**config.mk**
```make
export PLATFORM = sky130hd
export DESIGN_NAME = mem_interface
export DESIGN_NICKNAME = d
export VERILOG_FILES = /design/src/rtl/mem_interface.sv
export SDC_FILE = /design/constraint.sdc
export NUM_CORES = 1
export LEC_CHECK = 0
export BUFFER_PORTS_ARGS = -buffer_cell sky130_fd_sc_hd__buf_2
export CAP_MARGIN = 40
export CORE_ASPECT_RATIO = 1.2
export CORE_MARGIN = 1
export CORE_UTILIZATION = 40
export CTS_BUF_LIST = sky130_fd_sc_hd__clkbuf_4 sky130_fd_sc_hd__clkbuf_8
export DETAILED_ROUTE_END_ITERATION = 10
export GPL_TIMING_DRIVEN = 0
export PLACE_DENSITY_LB_ADDON = 0.12
export RECOVER_POWER = 50
export SETUP_SLACK_MARGIN = 0.05
export SYNTH_ARGS = -nofsm -noshare
export SYNTH_HDL_FRONTEND = slang
export SYNTH_SLANG_ARGS = --single-unit
export TNS_END_PERCENT = 5
```
**constraint.sdc**
```tcl
create_clock -name clk -period 2 [get_ports clk]
set_clock_uncertainty 0.15 [all_clocks]
set_input_delay 0 -clock clk [delete_from_list [all_inputs] [get_ports clk]]
set_output_delay 0 -clock clk [all_outputs]
set_load 0.02 [all_outputs]
```
**src/rtl/mem_interface.sv**
```systemverilog
// Memory bus adapter for a multicycle CPU: turns controller read/write strobes into one
// registered bus request. It captures read data into MDR/IR, stalls the controller, and
// traps misaligned accesses, conflicting strobes and bus timeouts in a sticky error state.
module mem_interface #(
    parameter int TIMEOUT = 16
) (
    input  logic        clk,
    input  logic        rst,
    input  logic        MemRead,
    input  logic        MemWrite,
    input  logic        IRWrite,
    input  logic        IorD,
    input  logic [31:0] pc,
    input  logic [31:0] alu_out,
    input  logic [31:0] wdata,
    output logic        bus_req,
    output logic        bus_we,
    output logic [31:0] bus_addr,
    output logic [31:0] bus_wdata,
    input  logic [31:0] bus_rdata,
    input  logic        bus_ack,
    output logic [31:0] instr,
    output logic [5:0]  opcode,
    output logic [5:0]  func,
    output logic [31:0] mdr,
    output logic        stall,
    output logic        mem_err
);

    typedef enum logic [1:0] {IDLE = 2'd0, BUSY = 2'd1, DONE = 2'd2, ERR = 2'd3} state_t;

    localparam logic [7:0] CNT_LAST = 8'(TIMEOUT - 1);

    state_t      state_q, state_d;
    logic [7:0]  cnt_q, cnt_d;
    logic        req_q, req_d;
    logic        we_q, we_d;
    logic        irsel_q, irsel_d;
    logic [31:0] addr_q, addr_d;
    logic [31:0] wd_q, wd_d;
    logic [31:0] instr_q, instr_d;
    logic [31:0] mdr_q, mdr_d;
    logic [31:0] addr_sel;
    logic        any_strobe;
    logic        cmd;

    always_comb begin
        addr_sel   = IorD ? alu_out : pc;
        any_strobe = MemRead | MemWrite;
        cmd        = MemRead ^ MemWrite;
        state_d    = state_q;
        cnt_d      = cnt_q;
        req_d      = req_q;
        we_d       = we_q;
        irsel_d    = irsel_q;
        addr_d     = addr_q;
        wd_d       = wd_q;
        instr_d    = instr_q;
        mdr_d      = mdr_q;
        case (state_q)
            IDLE: begin
                if (cmd && (addr_sel[1:0] == 2'b00)) begin
                    addr_d  = addr_sel;
                    we_d    = MemWrite;
                    wd_d    = wdata;
                    irsel_d = IRWrite;
                    req_d   = 1'b1;
                    cnt_d   = 8'd0;
                    state_d = BUSY;
                end else if (any_strobe) begin
                    // both strobes at once, or a single strobe with an unaligned address
                    state_d = ERR;
                end
            end
            BUSY: begin
                // an ack in the last allowed cycle still completes the access
                if (bus_ack) begin
                    req_d = 1'b0;
                    if (!we_q) begin
                        mdr_d = bus_rdata;
                        if (irsel_q) instr_d = bus_rdata;
                    end
                    state_d = DONE;
                end else if (cnt_q == CNT_LAST) begin
                    req_d   = 1'b0;
                    state_d = ERR;
                end else begin
                    cnt_d = cnt_q + 8'd1;
                end
            end
            DONE: state_d = IDLE;
            ERR: begin
                req_d   = 1'b0;
                state_d = ERR;
            end
            default: state_d = IDLE;
        endcase
    end

    always_ff @(posedge clk) begin
        if (rst) begin
            state_q <= IDLE;
            cnt_q   <= 8'd0;
            req_q   <= 1'b0;
            we_q    <= 1'b0;
            irsel_q <= 1'b0;
            addr_q  <= 32'd0;
            wd_q    <= 32'd0;
            instr_q <= 32'd0;
            mdr_q   <= 32'd0;
        end else begin
            state_q <= state_d;
            cnt_q   <= cnt_d;
            req_q   <= req_d;
            we_q    <= we_d;
            irsel_q <= irsel_d;
            addr_q  <= addr_d;
            wd_q    <= wd_d;
            instr_q <= instr_d;
            mdr_q   <= mdr_d;
        end
    end

    assign bus_req   = req_q;
    assign bus_we    = we_q;
    assign bus_addr  = addr_q;
    assign bus_wdata = wd_q;
    assign instr     = instr_q;
    assign mdr       = mdr_q;
    assign opcode    = instr_q[31:26];
    assign func      = instr_q[5:0];
    assign stall     = ((state_q == IDLE) && any_strobe) || (state_q == BUSY) || (state_q == ERR);
    assign mem_err   = (state_q == ERR);

endmodule

```
======== Word level (Yosys, flattened, before mapping) ========
Cells that the tools add are included.
cells by class
  $add $sub $neg .......................... 1
  equality and inequality tests ........... 9
  reductions and logical operators ........ 14
  bitwise operators ....................... 3
  muxes and demuxes ....................... 14
operators with widths
  operator               count
  $mux W32               1
  $mux W8                3
  $pmux W8 S2            1
  $add A8 B1 Y8 const B  1
  $eq A8 B4 Y1 const B   1
  $mux W2                4
  $pmux W2 S4            1
  $reduce_and A4 Y1      2
  $ne A2 B2 Y1 const B   3
  $ne A3 B3 Y1 const B   2
  $reduce_and A3 Y1      2
  $eq A2 B2 Y1 const B   2
  $logic_not A2 Y1       2
  $reduce_and A2 Y1      2
  $mux W1                3
  $pmux W1 S3            1
  $reduce_bool A3 Y1     1
  $eq A2 B1 Y1 const B   1
  $logic_and A1 B1 Y1    2
  $logic_or A1 B1 Y1     2
  $reduce_bool A2 Y1     1
  $not A1 Y1             1
  $or A1 B1 Y1           1
  $xor A1 B1 Y1          1
storage, ports and cells
  input bits .............................. 135
  output and inout port bits .............. 144
  logic and storage cells ................. 50
  flip-flop bits (word level) ............. 141

======== Depth between registers and ports, before layout ========
Gate-level depths: netlist of the first run.
  word-level depth ........................ 5
  depth in mapped cells ................... 8
  gate-level depth less buffers ........... 6

======== Worst setup path before layout of the first run ========
No wires, ideal clock.
  path kind ............................... register to register
  from .................................... reg cnt_q[0]
  to ...................................... reg cnt_q[5]
  required time ........................... 1728 ps
  setup time .............................. 122 ps
  data arrival time ....................... 1483 ps
  stages on the path, launching flop included .. 7
  slack ................................... 245 ps
  buffers on the path ..................... 1
  path through ............................ dfxtp_1 -> ha_1 -> nand3_1 -> o21ai_4 -> and3_1 -> buf_6 -> a221o_1
on the way
  cells in the longest elaborated chain, start to end .. 4
  elaborated cells between the ends (all ways) .. 7
ends and longest elaborated chain
  what                    RTL line  source
  start, declared         35        logic [7:0] cnt_q, cnt_d;
  start signal, assigned  113       cnt_q <= cnt_d;
  $add A8 B1 Y8           88        cnt_d = cnt_q + 8'd1;
  $mux W8                 84        end else if (cnt_q == CNT_LAST) begin
  $mux W8                 77        if (bus_ack) begin
  $pmux W8 S2             60        case (state_q)
Parallel ways exist; a longest one is shown, timed or not. The select of a mux whose other input is x is not followed.
A chain may end at the register's enable or synchronous reset.

======== Final worst setup path of the first run ========
  from .................................... in pc[1]
  to ...................................... reg state_q[0]
on the way
  cells in the longest elaborated chain, start to end .. 5
  elaborated cells between the ends (all ways) .. 7
ends and longest elaborated chain
  what                                              RTL line  source
  start, declared                                   13        input logic [31:0] pc,
  $mux W32 *                                        48        addr_sel = IorD ? alu_out : pc;
  $logic_not A2 Y1 *                                62        if (cmd && (addr_sel[1:0] == 2'b00)) begin
  $logic_and A1 B1 Y1 *                             62
  $mux W2 or $ne A3 B3 Y1 (tied branches)           --
  $pmux W2 S4 or $reduce_and A2 Y1 (tied branches)  --
  end signal, assigned                              112       state_q <= state_d;
  end, declared                                     34        state_t state_q, state_d;
Every way passes the cells marked *; elsewhere a longest branch is shown, timed or not.

==> results of run 1 <==
==> how the worst min path moves through the flow <==
stage | start | end | slack, ns | cells past startpoint
after global placement | wdata[4] | bus_wdata[4] | 0.09 | 3
after detailed placement | wdata[18] | bus_wdata[18] | 0.1 | 3
after CTS | MemWrite | state_q[1] | 0.10 | 6
final | MemWrite | state_q[1] | 0.11 | 6
after global routing | MemWrite | state_q[1] | 0.12 | 6
after floorplan | IRWrite | irsel_q | -0.01 | 2
==> final cells by class <==
type	count	area (sq um)	area share, %
inverter	4	15.01	0.1736
antenna	1	2.502	0.02894
sequential	141	2823	32.64
buffer	63	340.3	3.936
clock buffer	19	249.0	2.879
clock inverter	13	118.9	1.375
multi-input combinational	445	2354	27.22
timing repair buffer	409	2535	29.32
tap	168	210.2	2.431
==> through the flow <==
stage / utilization, % / hold slack, ns / power [W] / setup WS, ns / instance area (sq um)
after CTS: 66.03 / 0.1004 / 0.006186 / 0.07984 / 8778
after global placement: 53.25 / 0.09162 / 0.003834 / 0.1008 / 7079
after floorplan: - / -0.01403 / 0.003491 / 0.2448 / 5488
final: 65.04 / 0.1114 / 0.006152 / 0.1357 / 8647
after global routing: 65.04 / 0.1248 / 0.006422 / 0.05308 / 8647
after detailed placement: 53.25 / 0.09655 / 0.003837 / 0.1026 / 7079
==> timing repair <==
item / in CTS / in global routing
hold buffers: 133 / 0
endpoints found under the setup margin: 0 / 66
endpoints found under the hold margin: 138 / 0
gates resized for setup: 0 / 18
==> layer usage <==
layer / track usage [%] / vias up / wire length, um
li1: - / 3041 / -
met1: 27.05 / 2710 / 7271
met2: 45.76 / 231 / 9171
met3: 7.842 / 31 / 1358
met4: 10.81 / 0 / 416
met5: 0 / - / 0
==> kinds of logic (layout without fill, tap and decap cells) <==
| kind of cell | count (synthesis) | count (layout) | share of synthesized area [%] |
|---|---|---|---|
| compound gates | 149 | 149 | 16.21 |
| other cells | 0 | 1 | 0 |
| fa+ha+maj | 2 | 2 | 0.4559 |
| buf+inv | 67 | 508 | 6.224 |
| flops | 141 | 141 | 51.44 |
| simple gates | 264 | 264 | 20.20 |
| mux | 30 | 30 | 5.472 |
==> layout by cell type (no fill, tap or decap), types with 2 or more instances in the layout <==
cell type      count
buf_2            147
clkbuf_2           4
clkbuf_1         164
o31ai_1            3
a211o_1            4
clkbuf_4           2
a211oi_1          31
clkinvlp_4         4
buf_1              4
clkbuf_8          17
buf_6              2
mux2i_1           30
nor2_1            34
a21oi_1           99
a21o_1             3
ha_1               2
nand4_1            2
inv_6              2
inv_1              4
clkinv_2           3
dfxtp_1          141
clkinv_4           3
and3_1             6
and2_1             4
dlygate4sd3_1    133
nand3_1            3
buf_4             18
nand2_1          201
nor3_1             2
==> state kept, by name, indices dropped and copies added (netlist names) <==
name	cells
bus_wdata	32
bus_we	1
bus_req	1
cnt_q	8
state_q	2
instr	32
irsel_q	1
bus_addr	32
mdr	32
==> cell usage after synthesis (3+ instances only) <==
cell type / number
and3_1: 6
a211o_1: 4
inv_1: 4
mux2i_1: 30
nand3_1: 4
buf_1: 3
buf_4: 17
a21oi_1: 100
a21o_1: 3
a211oi_1: 31
buf_2: 15
nor2_1: 34
nand2_1: 201
and2_1: 4
o31ai_1: 3
clkbuf_1: 27
dfxtp_1: 141
==> worst min-delay path: cells and delay by family <==
family / cells / cell delay [ns]
AO/OA/AOI/OAI: 1 / 0.14
AND/OR/NAND/NOR: 2 / 0.21
buffers and inverters: 2 / 0.15
adder cells (fa/ha/maj): 1 / 0.14
==> report_power, final <==
part           total (W)  switching (W)  leakage, nW  internal (W)
logic            0.00104       0.000549         2.16      0.000488
clock network    0.00215        0.00114        0.179       0.00101
registers        0.00297      0.0000564         1.14       0.00291
==> impl_metrics.py, run 1 <==
metrics = {
    "status": {
        "status": "complete, no violations",
    },
    "timing": {
        "maxSlewViolCount": 0,
        "fin_tns_setup_ns": 0,
        "slew_headroom_pct": 51.04,
        "finalSetupViolCount": 0,
        "final-hold-violation-count": 0,
        "period_share_pct": 93.21,
        "post-route-min-period_ns": 1.864,
        "fmax_mhz": 536.4,
        "tightest_slew_ns": 0.7344,
        "rsz0062_at_grt": "false",
    },
    "global_routing": {
        "grt-ovfl-total": 0,
        "grt_pass1_vias": 5950,
        "globalRouteTotalUtil_pct": 25.37,
        "antenna_found_initial": 1,
        "grt_pass1_wl_um": 27950,
        "grt_max_degree": 17,
    },
    "die": {
        "ios": 279,
        "die_h_um": 130.3,
        "num_rows": 46,
        "die_w_um": 108.9,
        "die_area_sq_um": 14190,
        "initial_core_util_pct": 41.28,
        "core_sq_um": 13300,
    },
    "clock_network": {
        "htreeDepth": 4,
        "cts_tree": "done",
        "cts_setup_buffers": 0,
        "clkLatencyLatePin_ns": 0.43,
        "cts_buffers": 17,
        "clkTransAtPathRegs_ns": 0.08,
        "cts_num_sinks": 141,
        "clock_tree.root_cell": "clkbuf_8",
        "clock_tree.buffer_depth": 2,
    },
    "logic_synthesis": {
        "syn_area_sq_um": 5488,
        "synth_edf_count": 0,
        "yosysTopAreaCell": "dfxtp_1",
        "synth_fp_nets": 790,
        "synth.distinct_cells": 39,
        "synthFlopType": "dfxtp_1",
        "netlist_instances": 653,
        "synth_area_leaders": "dfxtp_1 (51%), nand2_1 (14%), a21oi_1 (9.1%), mux2i_1 (5.5%), a211oi_1 (4.2%)",
        "synth-seq-area-share_pct": 51.44,
        "ys_ff_latch": 141,
        "synth.top_cell.area_share_pct": 51.44,
        "async_reset_ff_share_pct": 0,
        "yosysWarnings": 0,
        "avgSynthCellArea_sq_um": 8.404,
    },
    "setup_path": {
        "worst-setup-path-type": "primary input to register",
        "cp_data_arrival_time_ns": 2.08,
        "path_cells": "dlygate4sd3_1 -> buf_2 -> nor4b_4 -> dlygate4sd3_1 -> nor2_1 -> a211o_1 -> a21oi_1",
        "cp_max_fo": 3,
        "crit_family": "buffers and inverters",
        "r2r_cells": 6,
        "cp_num_buf_inv": 3,
        "worst_ep_required_time_ns": 2.22,
        "cpPeakStageDelay_ns": 0.59,
        "endpoint": "state_q[0]",
        "critical-path-slowest-cell": "dlygate4sd3_1",
        "path_depth": 7,
        "end_kind": "register",
        "timing.rr.start": "state_q[1]",
        "reg2reg_slack_ns": 0.14,
        "r2r_end": "mdr[0]",
        "cp-startpoint": "pc[1]",
        "start_kind": "primary input",
        "worst_path_most_repeated_cell": "dlygate4sd3_1",
    },
    "power_and_ir_drop": {
        "vdd_drop_max_v": 0.0003988,
        "p_per_area_nw_per_um2": 711.5,
        "p_leak_nw": 3.481,
    },
    "cells_and_area": {
        "stdcell_count": 1263,
        "area_growth_pct": 57.57,
        "fillerInstances": 1225,
        "nets": 1218,
        "layout-drive-gt1-share_pct": 19.47,
    },
    "placed_design": {
        "dp_cells": 1097,
        "place_congestion": 0.8061,
        "io_buffers": 276,
        "dp.final_hpwl_um": 12300,
    },
    "hold_path": {
        "min_path_type": "primary input to register",
    },
    "job": {
        "drv_cap": 0,
    },
    "routing": {
        "drc": 0,
        "drt_iter0_drc": 181,
        "num_vias": 6013,
        "dr.pass1.iters": 5,
        "wl_um": 18220,
        "ant_nets": 0,
        "vias_per_cell": 4.761,
        "wl_per_cell_um": 14.42,
    },
}
(Power assumes the default switching activity.)
==> inputs of run 2 (changes only) <==
==> constraint.sdc (replaced) <==
create_clock -name clk -period 1.5 [get_ports clk]
set_clock_uncertainty 0.15 [all_clocks]
set_input_delay 0 -clock clk [delete_from_list [all_inputs] [get_ports clk]]
set_output_delay 0 -clock clk [all_outputs]
set_load 0.02 [all_outputs]
==> run 2 against run 1 <==
The run now ends with hold timing, setup timing left. Sequential power grew 33%. Highest routed layer unchanged. Critical endpoint is now cnt_q[5]. First-iteration DRC count up 45%. Worst setup slack got worse by 0.43 ns. Critical path depth is 3 lower. Worst hold slack got worse by 0.16 ns. Final area up 8.0%. Flip-flop and latch count is the same. Via count grew 4.1%. Global-route usage is 1.2 points higher.
==> impl_metrics.py, run 2 (synthesized netlist as in run 1, its figures left out) <==
metrics = {
    "timing": {
        "fmax_mhz": 558.6,
        "tightest_slew_ns": 0.6809,
        "maxSlewViolCount": 0,
        "finalSetupViolCount": 124,
        "holdWs_ns": -0.04819,
        "rsz0062_at_grt": "true",
        "worst_slack_ns": -0.2902,
        "final-hold-violation-count": 1,
        "period_share_pct": 119.3,
        "post-route-min-period_ns": 1.790,
        "slew_headroom_pct": 54.61,
    },
    "die": {
        "initial_core_util_pct": 41.28,
        "die_w_um": 108.9,
        "core_sq_um": 13300,
        "die_area_sq_um": 14190,
        "num_rows": 46,
        "die_h_um": 130.3,
        "ios": 279,
    },
    "setup_path": {
        "start_kind": "register",
        "end_kind": "register",
        "cp_max_fo": 5,
        "worst_ep_required_time_ns": 1.68,
        "cp_data_arrival_time_ns": 1.97,
        "worst-setup-path-type": "register to register",
    },
    "routing": {
        "drc": 0,
        "vias_per_cell": 4.916,
        "dr.pass1.iters": 4,
        "wl_per_cell_um": 15.30,
        "wl_um": 19480,
        "num_vias": 6258,
        "drt_iter0_drc": 262,
        "ant_nets": 0,
    },
    "placed_design": {
        "dp_cells": 1097,
        "place_congestion": 0.7851,
        "dp.final_hpwl_um": 12230,
        "io_buffers": 276,
        "pre_cts_ws_ns": -0.4244,
    },
    "status": {
        "status": "finished, violations left",
        "violations": "hold timing, setup timing",
    },
    "hold_path": {
        "min_path_type": "primary input to register",
    },
    "global_routing": {
        "grt_pass1_vias": 6096,
        "grt-ovfl-total": 0,
        "antenna_found_initial": 0,
        "grt_pass1_wl_um": 29120,
        "globalRouteTotalUtil_pct": 26.62,
        "grt_max_degree": 17,
    },
    "job": {
        "drv_cap": 0,
    },
    "power_and_ir_drop": {
        "p_per_area_nw_per_um2": 953.9,
        "p_leak_nw": 4.019,
        "power.total_w": 0.008912,
        "vdd_drop_max_v": 0.0004651,
    },
    "clock_network": {
        "clkTransAtPathRegs_ns": 0.08,
        "clkLatencyLatePin_ns": 0.43,
        "clock_tree.root_cell": "clkbuf_8",
        "cts-hold-fix-buffers": 129,
        "htreeDepth": 4,
        "cts_num_sinks": 141,
        "cts_tree": "done",
        "clock_tree.buffer_depth": 2,
        "cts_buffers": 17,
    },
    "cells_and_area": {
        "multi_input_area_sq_um": 2611,
        "diodes": 0,
        "stdcell_count": 1273,
        "mostFrequentLayoutCell": "buf_2",
        "nets": 1229,
        "area_growth_pct": 70.25,
        "fillerInstances": 1072,
        "seqCellArea_sq_um": 2829,
        "final_cell_mix": "buf_2 (204), nand2_1 (188), dfxtp_1 (136), dlygate4sd3_1 (129), clkbuf_1 (88)",
        "layout-drive-gt1-share_pct": 33.03,
    },
}
[run 2: changes by cell type in the layout (fill, tap and decap cells not counted), sizes merged, moves of 2 or more]
cell         change
buf             +91
bufinv           +3
clkbuf          -77
clkinvlp         -2
dlygate4sd3      -4
[run 2: layout make-up]
type	count	share of cell area [%]
Buffer	62	5.437
Clock buffer	18	2.585
Clock inverter	14	2.076
Inverter	4	0.1607
Multi-Input combinational cell	445	27.95
Sequential cell	141	30.28
Tap cell	168	2.250
Timing Repair Buffer	421	29.26
[run 2: final timing paths]
check	start	to	slack, ns	depth (start not counted)
worst max register to register	cnt_q[7]	cnt_q[5]	-0.29	4
worst max-delay path	cnt_q[7]	cnt_q[5]	-0.29	4
worst min register to register	bus_wdata[8]	bus_wdata[8]	0.30	2
worst min-delay path	pc[1]	state_q[0]	-0.05	5
[run 2: timing repair]
action | CTS | global route
setup buffers | 7 | 5
endpoints found under the hold margin | 138 | 1
resized for setup | 84 | 72
setup endpoints to repair | 139 | 139
pin swaps | 16 | 20
cloned | 4 | 0
[run 2: metrics by stage]
stage                     TNS [ns]  hold WS, ns  utilization [%]  area, sq um
after global placement      -43.27      0.09115            53.33         7091
after global routing        -21.63     -0.01956            70.27         9343
final                       -13.08     -0.04819            70.27         9343
after CTS                   -13.58     -0.04943            68.96         9169
after floorplan             -7.473     -0.01403                -         5499
after detailed placement    -44.30      0.09624            53.33         7091
[run 2: routing by layer]
| metal | routed length [um] | up-vias | track usage (%) |
|---|---|---|---|
| met5 | 0 | - | 0 |
| met4 | 576 | 0 | 11.61 |
| met3 | 1398 | 51 | 8.242 |
| met2 | 10070 | 254 | 48.95 |
| met1 | 7435 | 2891 | 27.48 |
| li1 | - | 3062 | - |
[run 2: power by group]
| part | internal, W | switching [W] | leakage (nW) |
|---|---|---|---|
| clock network | 0.00184 | 0.00154 | 0.216 |
| registers | 0.00388 | 0.0000815 | 1.14 |
| logic | 0.000771 | 0.000798 | 2.66 |
| total | 0.00649 | 0.00242 | 4.02 |
[run 2: worst max-delay path, cell delays in order (launching register included)]
cell,delay (ns)
dfxtp_2,0.34
or4_4,0.57
o211ai_4,0.30
nor3_2,0.06
a221o_1,0.26
